**src/rtl/Tipos.sv**
```systemverilog
// Types and constants shared by the lock's keypad, setup and compare blocks.
package Tipos;

    localparam int unsigned PASS_DIGITS  = 20;
    localparam logic [3:0]  NIBBLE_EMPTY = 4'hF;
    localparam logic [3:0]  KEY_STAR     = 4'hA;
    localparam logic [3:0]  KEY_HASH     = 4'hB;

    typedef logic [PASS_DIGITS-1:0][3:0] senhaPac_t;

    localparam senhaPac_t PAC_EMPTY = {PASS_DIGITS{NIBBLE_EMPTY}};

    function automatic logic is_digit(input logic [3:0] code);
        return code <= 4'd9;
    endfunction

    // Keys that count as user activity: digits, '*' and '#'.
    function automatic logic is_accepted(input logic [3:0] code);
        return code <= KEY_HASH;
    endfunction

endpackage

```
**src/rtl/key_collector_idle_timer.sv**
```systemverilog
// Inactivity timer: counts while run is high, flags the last cycle of the window.
module idle_timer #(
    parameter int unsigned TIMEOUT_CYCLES = 250_000_000
) (
    input  logic clk,
    input  logic rst,
    input  logic run,
    input  logic restart,
    output logic expired
);

    localparam int unsigned W = (TIMEOUT_CYCLES > 1) ? $clog2(TIMEOUT_CYCLES) : 1;
    localparam logic [W-1:0] LAST = W'(TIMEOUT_CYCLES - 1);

    logic [W-1:0] cnt;

    always_ff @(posedge clk or posedge rst) begin
        if (rst) begin
            cnt <= '0;
        end else if (restart || !run || cnt == LAST) begin
            cnt <= '0;
        end else begin
            cnt <= cnt + W'(1);
        end
    end

    // A restart in the expiry cycle wins, so the pulse is suppressed.
    assign expired = run && !restart && (cnt == LAST);

endmodule

```
**src/rtl/key_collector.sv**
```systemverilog
// Keypad entry collector: assembles digits into a right-justified password packet.
module key_collector
    import Tipos::*;
#(
    parameter int unsigned TIMEOUT_CYCLES = 250_000_000
) (
    input  logic        clk,
    input  logic        rst,
    input  logic [3:0]  key_code,
    input  logic        key_valid,
    input  logic        clear_in,
    output logic [79:0] digitos_value,
    output logic        digitos_valid,
    output logic [79:0] entry_value,
    output logic [4:0]  entry_count,
    output logic        overflow,
    output logic        timeout
);

    typedef enum logic [1:0] {
        EMPTY   = 2'd0,
        COLLECT = 2'd1,
        FULL    = 2'd2
    } state_t;

    localparam logic [4:0] COUNT_MAX = 5'(PASS_DIGITS);

    state_t    state, state_n;
    senhaPac_t buffer, buffer_n;
    senhaPac_t packet, packet_n;
    logic [4:0] count, count_n;
    logic      valid_n, overflow_n, timeout_n;
    logic      key_accept, expired;

    assign key_accept = key_valid && !clear_in && is_accepted(key_code);

    idle_timer #(
        .TIMEOUT_CYCLES(TIMEOUT_CYCLES)
    ) u_idle_timer (
        .clk    (clk),
        .rst    (rst),
        .run    (state != EMPTY),
        .restart(key_accept),
        .expired(expired)
    );

    always_ff @(posedge clk or posedge rst) begin
        if (rst) begin
            state         <= EMPTY;
            buffer        <= PAC_EMPTY;
            packet        <= PAC_EMPTY;
            count         <= '0;
            digitos_valid <= 1'b0;
            overflow      <= 1'b0;
            timeout       <= 1'b0;
        end else begin
            state         <= state_n;
            buffer        <= buffer_n;
            packet        <= packet_n;
            count         <= count_n;
            digitos_valid <= valid_n;
            overflow      <= overflow_n;
            timeout       <= timeout_n;
        end
    end

    always_comb begin
        state_n    = state;
        buffer_n   = buffer;
        packet_n   = packet;
        count_n    = count;
        valid_n    = 1'b0;
        overflow_n = 1'b0;
        timeout_n  = 1'b0;

        if (clear_in) begin
            state_n  = EMPTY;
            buffer_n = PAC_EMPTY;
            count_n  = '0;
        end else if (key_accept) begin
            if (is_digit(key_code)) begin
                if (state == FULL) begin
                    overflow_n = 1'b1;
                end else begin
                    buffer_n = {buffer[PASS_DIGITS-2:0], key_code};
                    count_n  = count + 5'd1;
                    state_n  = (count_n == COUNT_MAX) ? FULL : COLLECT;
                end
            end else if (key_code == KEY_STAR) begin
                state_n  = EMPTY;
                buffer_n = PAC_EMPTY;
                count_n  = '0;
            end else if (state != EMPTY) begin
                packet_n = buffer;
                valid_n  = 1'b1;
                state_n  = EMPTY;
                buffer_n = PAC_EMPTY;
                count_n  = '0;
            end
        end else if (expired) begin
            state_n   = EMPTY;
            buffer_n  = PAC_EMPTY;
            count_n   = '0;
            timeout_n = 1'b1;
        end
    end

    assign digitos_value = packet;
    assign entry_value   = buffer;
    assign entry_count   = count;

endmodule

```
**config.mk**
```make
export PLATFORM = sky130hd
export DESIGN_NAME = key_collector
export DESIGN_NICKNAME = d
export VERILOG_FILES = /design/src/rtl/Tipos.sv /design/src/rtl/key_collector_idle_timer.sv /design/src/rtl/key_collector.sv
export SDC_FILE = /design/constraint.sdc
export NUM_CORES = 1
export LEC_CHECK = 0
export ABC_AREA = 1
export CORE_UTILIZATION = 47
export DETAILED_ROUTE_END_ITERATION = 12
export GPL_ROUTABILITY_DRIVEN = 0
export PLACE_DENSITY = 0.84
export SKIP_CTS_REPAIR_TIMING = 1
export SLEW_MARGIN = 20
export SYNTH_ARGS = -nofsm -noshare
export SYNTH_HDL_FRONTEND = slang
export SYNTH_HIERARCHICAL = 1
export SYNTH_SLANG_ARGS = --single-unit
```
**constraint.sdc**
```tcl
create_clock -name clk -period 5.21 [get_ports clk]
set_input_delay 0.7815 -clock clk [delete_from_list [all_inputs] [get_ports clk]]
set_output_delay 0.7815 -clock clk [all_outputs]
set_load 0.03 [all_outputs]
```
==> results of run 1 <==
flip-flops by register name, summed over array words and instances (netlist names):
register	flops
entry_value	80
overflow	1
timeout	1
u_idle_timer/cnt	28
digitos_valid	1
state	2
entry_count	5
digitos_value	80
worst paths after layout:
kind                                     start                  end  depth (start not counted)
max                                key_code[2]    digitos_value[76]                          9
min                          digitos_value[79]    digitos_value[79]                          2
max reg2reg                u_idle_timer/cnt[0]      entry_value[48]                         14
min reg2reg                  digitos_value[79]    digitos_value[79]                          2
max in group asynchronous                  rst      entry_value[15]                          3
min in group asynchronous                  rst  u_idle_timer/cnt[3]                          2
routing by layer:
| metal | share of wire (%) | GRT usage, % | up-vias |
|---|---|---|---|
| met5 | 0 | 0 | - |
| met4 | 1.3 | 6.678 | 0 |
| met3 | 5.6 | 4.050 | 20 |
| met2 | 48 | 37.00 | 254 |
| met1 | 45 | 30.79 | 3618 |
| li1 | - | - | 3728 |
metrics by stage:
| stage | hold slack, ns | util [%] | worst slack (ns) | power (mW) |
|---|---|---|---|---|
| 3_3_place_gp | 0.4571 | 58.18 | 1.662 | 2.930 |
| 4_1_cts | 0.4716 | 61.12 | 2.004 | 4.206 |
| 5_1_grt | 0.4865 | 61.12 | 1.711 | 4.349 |
| 6_report | 0.4696 | 61.12 | 2.012 | 4.169 |
| 2_1_floorplan | 0.4499 | - | 0.08985 | 2.541 |
| 3_5_place_dp | 0.4584 | 58.18 | 1.551 | 2.951 |
kinds of logic after synthesis:
family          after synthesis
simple gates                652
buf+inv                     170
fa+ha+maj                     2
compound gates               82
xor+xnor                     12
flops                       198
area by class of cell:
| cell class | count | area [um2] |
|---|---|---|
| clock buffer | 19 | 442.9 |
| clock inverter | 13 | 112.6 |
| fill | 1604 | 7346 |
| inverter | 115 | 436.7 |
| multi-input combinational | 748 | 3266 |
| sequential | 198 | 5155 |
| tap | 260 | 325.3 |
| timing repair buffer | 181 | 1809 |
cells in the final DEF, fill, tap and decap left out, types with 3 or more instances in the layout:
| cell type | count |
|---|---|
| sky130_fd_sc_hd__nand2_1 | 440 |
| sky130_fd_sc_hd__clkdlybuf4s50_1 | 175 |
| sky130_fd_sc_hd__dfstp_2 | 160 |
| sky130_fd_sc_hd__inv_1 | 112 |
| sky130_fd_sc_hd__nand3_1 | 96 |
| sky130_fd_sc_hd__nor2_1 | 80 |
| sky130_fd_sc_hd__o21ai_1 | 47 |
| sky130_fd_sc_hd__dfrtp_1 | 38 |
| sky130_fd_sc_hd__o21ai_0 | 31 |
| sky130_fd_sc_hd__clkbuf_16 | 17 |
| sky130_fd_sc_hd__xnor2_1 | 7 |
| sky130_fd_sc_hd__nor2_2 | 6 |
| sky130_fd_sc_hd__nor3_1 | 5 |
| sky130_fd_sc_hd__inv_6 | 5 |
| sky130_fd_sc_hd__nor2_4 | 5 |
| sky130_fd_sc_hd__nand2_2 | 5 |
| sky130_fd_sc_hd__buf_4 | 5 |
| sky130_fd_sc_hd__xor2_1 | 5 |
| sky130_fd_sc_hd__nand4_1 | 4 |
| sky130_fd_sc_hd__clkinv_4 | 4 |
| sky130_fd_sc_hd__or2_2 | 3 |
| sky130_fd_sc_hd__and2_1 | 3 |
power by group:
part / switching, mW / total, mW / internal, mW
Clock: 0.605 / 1.24 / 0.639
Combinational: 0.623 / 0.988 / 0.365
Sequential: 0.122 / 1.94 / 1.82
worst max-delay path, cell delays in order:
cell and delay [ns]:
sky130_fd_sc_hd__clkdlybuf4s50_1 0.51, sky130_fd_sc_hd__nand2_1 0.15, sky130_fd_sc_hd__inv_1 0.08, sky130_fd_sc_hd__nor2_4 0.59, sky130_fd_sc_hd__nand3_4 0.63, sky130_fd_sc_hd__buf_12 0.43, sky130_fd_sc_hd__inv_1 0.18, sky130_fd_sc_hd__nand2_1 0.08
sky130_fd_sc_hd__nand2_1 0.07
==> results.txt, run 1 <==
The number of top-level pins came out at 176. The area growth from synthesis to layout is 26.46%. The post-synthesis mux area share came out at 0%.

The number of violations of the max-capacitance limit is 0. After Yosys synthesis, and, or, nand and nor cells account for 29.36% of the synthesized area. In this run the horizontal extent of the chip is 141.4 um. The largest voltage drop on the vdd net is 257.3 uV. The number of enable flip-flop cells after synthesis is 0. The path type of the worst setup path is input port to register. The final wirelength is 21920 um.

The initial utilization of the core area, before any placement, comes to 48.33%. STA classifies the critical path endpoint as a register. The flow ran to the end, and the final reports show no timing, DRC or antenna violations. Clock tree synthesis selected as its root buffer the cell sky130_fd_sc_hd__clkbuf_16.

The final-report hold violation count came out at 0. STA classifies the critical path startpoint as an input port. The pin count of the biggest net entering global routing is 108. No sink is reached through more buffers than the 2 on the longest clock path. The global-route wire length before repair came out at 36070 um. The via count of the first global-routing pass came out at 7099. The total negative setup slack came out at 0 ns. The final-report max-slew violation count came to 0.

The antenna cell count is 0. The post-synthesis sequential area ratio is 56.45%. The synthesized netlist cell count came out at 1116.

The adder and majority cell fraction of the synthesized area is 0.2740%. The latest clock arrival within the worst-skew pair came out at 0.43 ns. The area of the core is 18890 um2. The count of input and output buffers came out at 175.

The placed wire-length estimate after detailed placement came out at 14320 um. The predominant post-synthesis flop cell is sky130_fd_sc_hd__dfstp_2. Global routing finished with a remaining overflow of 0.

The number of antenna violations at the first check in global routing came out at 0. The die boundary height came out at 141.4 um. The residual DRC count is 0. The setup clock skew after layout came out at 0.01288 ns. The standard-cell row count came out at 50. The final standard cell count with taps included and fillers excluded is 1534. Setup repair after global routing left no endpoint under its margin. In this run, synthesis produced a sequential element count of 198. The mean post-synth cell area is 8.182 um2. The worst path required time is 5.58 ns.

After routing the design area is 11550 um2. The via density per instance is 4.967. For the finished layout, the period the worst path requires is 3.198 ns. In the post-synthesis netlist, the biggest area contributors are sky130_fd_sc_hd__dfstp_2 (46%), sky130_fd_sc_hd__nand2_1 (18%), sky130_fd_sc_hd__dfrtp_1 (10%), sky130_fd_sc_hd__nand3_1 (5.3%), sky130_fd_sc_hd__inv_1 (4.7%). CTS built an H-tree with a depth of 4.

The detailed router finished its first iteration with 557 violations. By instance count, the leading cell after synthesis is sky130_fd_sc_hd__nand2_1. The leakage power is 5.278 nW. The commonest cells after synthesis are sky130_fd_sc_hd__nand2_1 (440), sky130_fd_sc_hd__dfstp_2 (160), sky130_fd_sc_hd__inv_1 (114). The transition at the pin with the smallest max-transition slack came out at 1.055 ns. Data arrives at the worst endpoint at 3.57 ns.

The biggest fanout along the worst timing path came out at 107. The number of clock sinks seen by CTS is 198. The xor and xnor area share after synthesis is 1.151%. Of all cell types, the one taking the most synthesized area is sky130_fd_sc_hd__dfstp_2. The final number of setup-violating endpoints came out at 0. The post-synthesis cell type count came out at 29. The post-detailed-route wirelength per cell is 14.29 um. The TritonCTS clock tree is built. Synthesis produced a netlist with a net count of 1126. The floorplan die area is 19990 um2. The yosys synthesis warning count came out at 6. The cell count after placement is 1502. After synthesis, the largest family of logic cells by area is simple AND/OR/NAND/NOR gates. The path class of the tightest hold or removal check is register to register. Headroom to the max-slew limit came out at 29.70%. The remaining number of nets flagged by the antenna check after routing is 0. For flop-to-flop paths, the worst setup slack is 2.37 ns. The area share of the leading cell type in the synthesized netlist came out at 46.04%.

The areal power density over the cells came out at 361.0 nW/um2. The global-route total usage across every layer came out at 22.59%. The number of clock buffers inserted by TritonCTS came out at 17. After synthesis the cells add up to 9131 um2. The routed via count is 7620.

The instance area at placement came out at 10990 um2. The net count reported at finish came out at 1271. The area fraction in compound gates after synthesis came out at 4.549%. The highest attainable clock frequency came out at 312.7 MHz. The clock-pin slew on the worst setup and hold paths is 0.07 ns.

The number of iterations in the first detailed-routing pass is 5. Of the available clock period, the critical path in the final layout requires 61.39%. The fraction of registers with async set or reset after synthesis is 100.0%. The proportion of layout cells with a drive suffix above 1 came out at 17.58%.
Note: power is estimated with default switching activity, not from simulation.
==> inputs of run 2 (changes only) <==
==> constraint.sdc (replaced) <==
create_clock -name clk -period 2.9 [get_ports clk]
set_input_delay 0.435 -clock clk [delete_from_list [all_inputs] [get_ports clk]]
set_output_delay 0.435 -clock clk [all_outputs]
set_load 0.03 [all_outputs]
==> run 2 against run 1 <==
Effect of this change: first-iteration DRC count grew 8.1%; die area is the same; via count grew 2.0%; total power grew 87%; register-to-register slack lost 1.9 ns; worst hold slack lost 0.0041 ns; wire length grew 3.0%; count of clock-buffer cells in the layout is the same; utilization grew 1.4 points; non-clock buffer count grew 11; critical path type is now register to register.
==> results.txt, run 2 (synthesized netlist as in run 1, its figures left out) <==
The leakage power came out at 5.410 nW (was 5.278 nW). The H-tree level count is 4 (unchanged). The antenna cell count is 0 (unchanged). The number of violations of the max-capacitance limit is 0 (unchanged). Run status: completed (unchanged). The areal power density over the cells came to 661.3 nW/um2 (was 361.0 nW/um2). The timing endpoint of the critical path is entry_value[9] (was digitos_value[76]). The count of input and output buffers is 175 (unchanged).

The highest-delay cell along the critical path is sky130_fd_sc_hd__dfrtp_1 (was sky130_fd_sc_hd__nand3_4). The post-layout minimum cycle time came out at 2.478 ns. Top library cells by usage in the layout, fill and taps aside: sky130_fd_sc_hd__nand2_1 (440), sky130_fd_sc_hd__clkdlybuf4s50_1 (175), sky130_fd_sc_hd__dfstp_2 (160) (unchanged). The via density per instance came to 5.028 (was 4.967). The placed wire-length estimate after detailed placement is 15130 um (was 14320 um). The leading cell type in the layout, fill and taps excluded is sky130_fd_sc_hd__nand2_1 (unchanged).

The library cell used as clock root buffer was sky130_fd_sc_hd__clkbuf_16 (unchanged). The maximum clock insertion buffer count is 2 (unchanged). The first element of the critical path is u_idle_timer/cnt[0] (was key_code[2]). The biggest fanout along the worst timing path is 31 (was 107). The count of filler cells inserted in the layout is 1603 (was 1604). The final design utilization is 62.48% (was 61.12%).

The pin count of the biggest net entering global routing was 128 (was 108). The startpoint kind of the worst setup timing path is a register (was input port). The total power is 7.807 mW (was 4.169 mW). The number of antenna violations at the first check in global routing came to 0 (unchanged). The launch instance of the worst register-to-register path is u_idle_timer/cnt[0] (unchanged). The highest attainable clock frequency is 403.6 MHz.

The proportion of layout cells with a drive suffix above 1 was 18.29% (was 17.58%). The net count reported at finish is 1282 (was 1271). The longest individual stage delay on the worst path came out at 0.39 ns (was 0.63 ns).

The path type of the worst setup path is register to register (was input port to register). RSZ-0062 raised after global routing: no (unchanged). The path category of the worst min-delay check was input port to async pin (was register to register). The largest voltage drop on the vdd net is 411.8 uV (was 257.3 uV). The remaining global-route overflow came out at 0 (unchanged).

The area growth from synthesis to layout is 29.28% (was 26.46%). The remaining number of nets flagged by the antenna check after routing is 0 (unchanged). The relative max-transition margin came out at 54.74% (was 29.70%). The area of all sequential standard cells came to 5155 um2 (unchanged). The setup clock skew after layout came to 0.01397 ns (was 0.01288 ns). The post-placement worst setup slack is 0.3267 ns (was 1.551 ns).

The worst-case reg-to-reg path depth is 14 (unchanged). The via count of the first global-routing pass is 7479 (was 7099). The most used routing layer in global routing is met2 (unchanged). The worst setup slack for register-to-register paths is 0.42 ns (was 2.37 ns). The kind of end point of the critical path is a register (unchanged). The residual DRC count came out at 0 (unchanged). The total negative setup slack came to 0 ns (unchanged). The global-route total usage across every layer was 23.77% (was 22.59%).

The routing usage on met1 is 31.64% (was 30.79%). The global-route wire length before repair is 37680 um (was 36070 um). The met2 global-route usage came out at 39.60% (was 37.00%). The most numerous cell on the critical path is sky130_fd_sc_hd__nand2_1 (unchanged). The final wirelength is 22580 um (was 21920 um). The TritonCTS clock tree is built (unchanged). The number of clock sinks seen by CTS is 198 (unchanged). The final worst slack was 0.4222 ns (was 2.012 ns).

The routed via count is 7769 (was 7620). The number of top-level pins is 176 (unchanged). The clock-pin slew on the worst setup and hold paths is 0.07 ns (about the same). The capture point of the worst reg-to-reg path is entry_value[9] (was entry_value[48]).

The final-report hold violation count came out at 0 (unchanged). The final-report max-slew violation count is 0 (unchanged). The worst path required time is 3.27 ns (was 5.58 ns). The multi-input logic area came out at 3266 um2 (unchanged). The instance area at placement is 11170 um2 (was 10990 um2). The latest clock arrival within the worst-skew pair came out at 0.43 ns (about the same). The floorplan die area came out at 19990 um2 (unchanged).

Critical-path cell list: ha_1 -> nand2_2 -> nor2_4 -> nand3_1 -> nor2_1 -> nand2_1 -> nor3_1 -> inv_1 -> nand3_2 -> nand2_1 -> nor2_4 -> buf_12 -> nand2_1 -> nand2_1 (was clkdlybuf4s50_1 -> nand2_1 -> inv_1 -> nor2_4 -> nand3_4 -> buf_12 -> inv_1 -> nand2_1 -> nand2_1). The summed area of non-filler cells in the final layout came out at 11810 um2 (was 11550 um2). The critical path data arrival time came to 2.85 ns (was 3.57 ns). The final number of setup-violating endpoints came out at 0 (unchanged). The standard-cell row count is 50 (unchanged).

The die extent in x is 141.4 um (unchanged). The die boundary height came to 141.4 um (unchanged). The post-detailed-route wirelength per cell was 14.61 um (was 14.29 um). The transition at the pin with the smallest max-transition slack is 0.6788 ns (was 1.055 ns). The initial core utilization came out at 48.33% (unchanged).

The number of violations reported at the end of detailed-routing iteration 0 came out at 602 (was 557). The number of iterations in the first detailed-routing pass is 5 (unchanged). The worst path uses 85.44% of the clock period. The fraction of met3 tracks used by global routing is 3.915% (was 4.050%).

The number of clock buffers inserted by TritonCTS is 17 (unchanged). The area of the core came out at 18890 um2 (unchanged).
run 2: cell count changes in the layout (fill, tap and decap cells not counted), moves of 2 or more:
cell	delta
sky130_fd_sc_hd__bufinv_16	+3
sky130_fd_sc_hd__buf_12	+8
sky130_fd_sc_hd__clkinv_2	+2
sky130_fd_sc_hd__buf_4	+3
sky130_fd_sc_hd__inv_6	-3
run 2: layout make-up:
| class | instances | area share (%) |
|---|---|---|
| flip-flops and latches | 198 | 43.67 |
| multi-input cells | 748 | 27.66 |
| repair buffers | 192 | 16.87 |
| clock buffers | 19 | 3.932 |
| inverters | 115 | 3.688 |
| well taps | 260 | 2.756 |
| clock inverters | 13 | 1.420 |
run 2: how the worst min path moves through the flow:
| stage | startpoint | to | slack [ns] |
|---|---|---|---|
| after floorplan | u_idle_timer/cnt[0] | u_idle_timer/cnt[0] | 0.45 |
| after global routing | digitos_value[16] | digitos_value[16] | 0.48 |
| after detailed placement | digitos_value[5] | digitos_value[5] | 0.46 |
| final | rst | u_idle_timer/cnt[9] | 0.47 |
| after CTS | digitos_value[5] | digitos_value[5] | 0.47 |
| after global placement | digitos_value[77] | digitos_value[77] | 0.45 |
run 2: per-layer routing:
metal	vias up	part of all wire, %
li1	3761	-
met1	3713	45
met2	256	48
met3	39	5.0
met4	0	2.2
met5	-	0
run 2: stage by stage:
stage	hold slack, ns	cells
floorplan	0.4499	1116
global placement	0.4545	1513
detailed placement	0.4637	1513
CTS	0.4746	1545
global route	0.4842	1545
finish	0.4655	1545
run 2: worst max-delay path, delay by kind of cell, from the launching register on:
family                   cells  cell delay (ns)
AND/OR/NAND/NOR             11             1.46
flip-flops                   1             0.39
buffers and inverters        2             0.33
adder cells (fa/ha/maj)      1             0.21
run 2: power breakdown:
part / switching (mW) / internal (mW) / total (mW)
Clock: 1.08 / 1.44 / 2.52
Combinational: 1.14 / 0.677 / 1.81
Sequential: 0.211 / 3.26 / 3.47
==> inputs of run 3 (changes only) <==
--- a/config.mk
+++ b/config.mk
@@ -14,5 +14,4 @@
 export SLEW_MARGIN = 20
 export SYNTH_ARGS = -nofsm -noshare
 export SYNTH_HDL_FRONTEND = slang
-export SYNTH_HIERARCHICAL = 1
 export SYNTH_SLANG_ARGS = --single-unit
==> run 3 against run 2 <==
Effect of this change: design area about the same; total power decreased by 5.3%; sequential power decreased by 4%; non-clock buffer count is 2 higher; utilization up 0.21 points; die area shrank 0.66%; wire length up 1.6%; register-to-register slack improved by 0.23 ns; critical endpoint is now entry_count[0]; largest power group unchanged.
==> results.txt, run 3 <==
Run status: completed (unchanged). The areal power density over the cells is 626.3 nW/um2 (was 661.3 nW/um2). The synthesized netlist cell count is 1113 (was 1116). The initial core utilization came to 48.17% (was 48.33%). The floorplan die area came out at 19860 um2 (was 19990 um2).

The post-route fraction of the period consumed by the critical path is 77.48% (was 85.44%). The number of violations of the max-capacitance limit was 0 (unchanged). The area of the core came out at 18830 um2 (was 18890 um2).

The fraction of power spent switching nets came to 30.23% (was 31.07%). The final-report hold violation count came to 0 (unchanged). The number of enable flip-flop cells after synthesis came to 0 (unchanged). The residual DRC count is 0 (unchanged). The worst path required time is 3.23 ns (was 3.27 ns).

The via count of the first global-routing pass is 7568 (was 7479). The yosys synthesis warning count came out at 0 (was 6). The number of clock sinks seen by CTS was 198 (unchanged). The routed via count is 7882 (was 7769). The net count after synthesis came out at 1123 (was 1126). The post-layout minimum cycle time is 2.247 ns (was 2.478 ns).

The proportion of layout cells with a drive suffix above 1 came out at 17.90% (was 18.29%). The path category of the worst min-delay check is input port to async pin (unchanged). The register bit count reported by yosys came out at 198 (unchanged). The placed wire-length estimate after detailed placement is 15880 um (was 15130 um). The post-placement worst setup slack came out at 0.3483 ns (was 0.3267 ns). The predominant post-synthesis flop cell was sky130_fd_sc_hd__dfstp_2 (unchanged). The post-detailed-route wirelength per cell was 14.85 um (was 14.61 um). The number of violations reported at the end of detailed-routing iteration 0 is 575 (was 602).

The combinational group share of total power came to 19.9% (was 23.2%). The H-tree level count came out at 4 (unchanged). The cell-internal power is 5.159 mW (was 5.382 mW). The startpoint kind of the worst setup timing path is a register (unchanged). The cell area after technology mapping is 9070 um2 (was 9131 um2). The pin count of the biggest net entering global routing came out at 88 (was 128). The relative max-transition margin came to 51.65% (was 54.74%). The global-route wire length before repair was 38160 um (was 37680 um). The most repeated cell in the gate-level netlist after synthesis is sky130_fd_sc_hd__nand2_1 (unchanged). The die boundary height came out at 140.9 um (was 141.4 um). The post-synthesis cell type count is 30 (was 29). RSZ-0062 raised after global routing: no (unchanged). The critical path data arrival time is 2.58 ns (was 2.85 ns). The multi-input logic area came to 3193 um2 (was 3266 um2). The leading cell type in the layout, fill and taps excluded is sky130_fd_sc_hd__nand2_1 (unchanged).

The number of top-level pins is 176 (unchanged). The switching power is 2.236 mW (was 2.425 mW). The TritonCTS clock tree is built (unchanged).

The standard-cell row count is 50 (unchanged). The final design utilization is 62.70% (was 62.48%). The latest clock arrival within the worst-skew pair is 0.44 ns (was 0.43 ns).

The remaining number of nets flagged by the antenna check after routing came out at 0 (unchanged). The final-report max-slew violation count came to 0 (unchanged). The kind of end point of the critical path is a register (unchanged). The clock-pin slew on the worst setup and hold paths came out at 0.08 ns (was 0.07 ns). The die extent in x is 140.9 um (was 141.4 um). The number of clock buffers inserted by TritonCTS is 17 (unchanged). The library cell used as clock root buffer is sky130_fd_sc_hd__clkbuf_16 (unchanged). The total negative setup slack is 0 ns (unchanged). The area growth from synthesis to layout is 30.17% (was 29.28%). The maximum clock insertion buffer count is 2 (unchanged).

The mean post-synth cell area was 8.149 um2 (was 8.182 um2). The area of all sequential standard cells came out at 5155 um2 (unchanged). The highest attainable clock frequency was 445.0 MHz (was 403.6 MHz).

The final worst slack came out at 0.6530 ns (was 0.4222 ns). Leading cell types by total area after synthesis: sky130_fd_sc_hd__dfstp_2 (46%), sky130_fd_sc_hd__nand2_1 (18%), sky130_fd_sc_hd__dfrtp_1 (10%), sky130_fd_sc_hd__nand3_1 (5.7%), sky130_fd_sc_hd__inv_1 (4.4%) (was sky130_fd_sc_hd__dfstp_2 (46%), sky130_fd_sc_hd__nand2_1 (18%), sky130_fd_sc_hd__dfrtp_1 (10%), sky130_fd_sc_hd__nand3_1 (5.3%), sky130_fd_sc_hd__inv_1 (4.7%)). The remaining global-route overflow is 0 (unchanged).

The path type of the worst setup path is register to register (unchanged). The area share of the leading cell type in the synthesized netlist came out at 46.35% (was 46.04%). The global-route total usage across every layer was 24.27% (was 23.77%). The post-synthesis sequential area ratio is 56.84% (was 56.45%). The antenna cell count is 0 (unchanged). The number of antenna violations at the first check in global routing is 0 (unchanged). The net count reported at finish came out at 1282 (unchanged).

The fraction of registers with async set or reset after synthesis is 100.0% (unchanged). The count of filler cells inserted in the layout is 1584 (was 1603). The final number of setup-violating endpoints was 0 (unchanged). The biggest fanout along the worst timing path is 24 (was 31). Commonest cells post-synth: sky130_fd_sc_hd__nand2_1 (428), sky130_fd_sc_hd__dfstp_2 (160), sky130_fd_sc_hd__inv_1 (107) (was sky130_fd_sc_hd__nand2_1 (440), sky130_fd_sc_hd__dfstp_2 (160), sky130_fd_sc_hd__inv_1 (114)). The setup clock skew after layout is 0.01361 ns (was 0.01397 ns). The clock network fraction of design power is 35.0% (was 32.3%). Top library cells by usage in the layout, fill and taps aside: sky130_fd_sc_hd__nand2_1 (428), sky130_fd_sc_hd__clkdlybuf4s50_1 (175), sky130_fd_sc_hd__dfstp_2 (160) (was sky130_fd_sc_hd__nand2_1 (440), sky130_fd_sc_hd__clkdlybuf4s50_1 (175), sky130_fd_sc_hd__dfstp_2 (160)). The final wirelength is 22940 um (was 22580 um). The sequential cell fraction of total power is 45.1% (was 44.5%). The largest voltage drop on the vdd net is 411.3 uV (was 411.8 uV). The via density per instance is 5.102 (was 5.028). The transition at the pin with the smallest max-transition slack came to 0.7238 ns (was 0.6788 ns).

The cell type with the highest aggregate area in the netlist was sky130_fd_sc_hd__dfstp_2 (unchanged). The count of input and output buffers is 175 (unchanged). The number of iterations in the first detailed-routing pass is 5 (unchanged). The leakage power is 5.319 nW (was 5.410 nW).
run 3: cell count changes after synthesis, moves of 10 or more:
cell / change
sky130_fd_sc_hd__inv_2: +10
sky130_fd_sc_hd__nand2_1: -12
sky130_fd_sc_hd__o21ai_1: +24
sky130_fd_sc_hd__nor3_1: +10
sky130_fd_sc_hd__o21ai_0: -23
run 3: critical path, cell delays in order, from the launching register on:
cell,delay [ns]
sky130_fd_sc_hd__dfrtp_1,0.39
sky130_fd_sc_hd__ha_1,0.27
sky130_fd_sc_hd__nand3_2,0.16
sky130_fd_sc_hd__clkinv_1,0.12
sky130_fd_sc_hd__nand2_1,0.07
sky130_fd_sc_hd__nor2_1,0.14
sky130_fd_sc_hd__nand3_1,0.14
sky130_fd_sc_hd__nand2_4,0.22
sky130_fd_sc_hd__nand2_4,0.23
sky130_fd_sc_hd__buf_4,0.28
sky130_fd_sc_hd__nand2_1,0.07
sky130_fd_sc_hd__nand2_1,0.05
run 3: through the flow:
step                      cell area [um2]  hold slack [ns]  total power [mW]  std cells
after detailed placement            11150           0.4577             4.853       1513
after global routing                11810           0.4848             7.684       1545
after floorplan                      9074           0.4546             4.230       1113
after CTS                           11810           0.4693             7.453       1545
final                               11810           0.4659             7.395       1545
after global placement              11150           0.4511             4.817       1513
run 3: kinds of logic (layout without fill, tap and decap cells):
group / after synthesis / after routing / share of synthesized area (%)
xor gates and xnor gates: 10 / 10 / 0.9657
AOI/OAI and AO/OA: 90 / 90 / 5.049
adders and majority gates: 2 / 2 / 0.2759
buffers and inverters: 173 / 345 / 8.070
DFF: 198 / 198 / 56.84
and+or+nand+nor: 640 / 640 / 28.80
run 3: cell type report:
class / instances / area share [%]
Clock inverter: 14 / 1.780
Inverter: 119 / 3.836
Tap cell: 260 / 2.755
Clock buffer: 18 / 3.815
Sequential cell: 198 / 43.66
Timing Repair Buffer: 194 / 17.10
Multi-Input combinational cell: 742 / 27.05
run 3: path summary, 6_finish.rpt:
| kind | depth (start not counted) | start | end | slack [ns] |
|---|---|---|---|---|
| worst max-delay path | 11 | u_idle_timer.cnt[0] | entry_count[0] | 0.65 |
| worst min-delay path | 2 | rst | digitos_valid | 0.47 |
| worst max register to register | 11 | u_idle_timer.cnt[0] | entry_count[0] | 0.65 |
| worst min register to register | 2 | digitos_value[78] | digitos_value[78] | 0.47 |
| max in group asynchronous | 3 | rst | digitos_value[23] | 1.69 |
| min in group clk | 2 | digitos_value[78] | digitos_value[78] | 0.47 |
run 3: power groups by stage:
stage | Clock (mW) | Combinational, mW | Sequential (mW)
3_3_place_gp | 0 | 1.45 | 3.37
6_report | 2.59 | 1.47 | 3.33
3_5_place_dp | 0 | 1.48 | 3.37
2_1_floorplan | 0 | 0.415 | 3.81
5_1_grt | 2.74 | 1.58 | 3.36
4_1_cts | 2.63 | 1.49 | 3.33
run 3: metal layers:
layer | global-route usage (%) | wire length, um
met5 | 0 | 0
met4 | 8.524 | 573
met2 | 39.77 | 11260
met1 | 32.46 | 9897
met3 | 4.416 | 1205
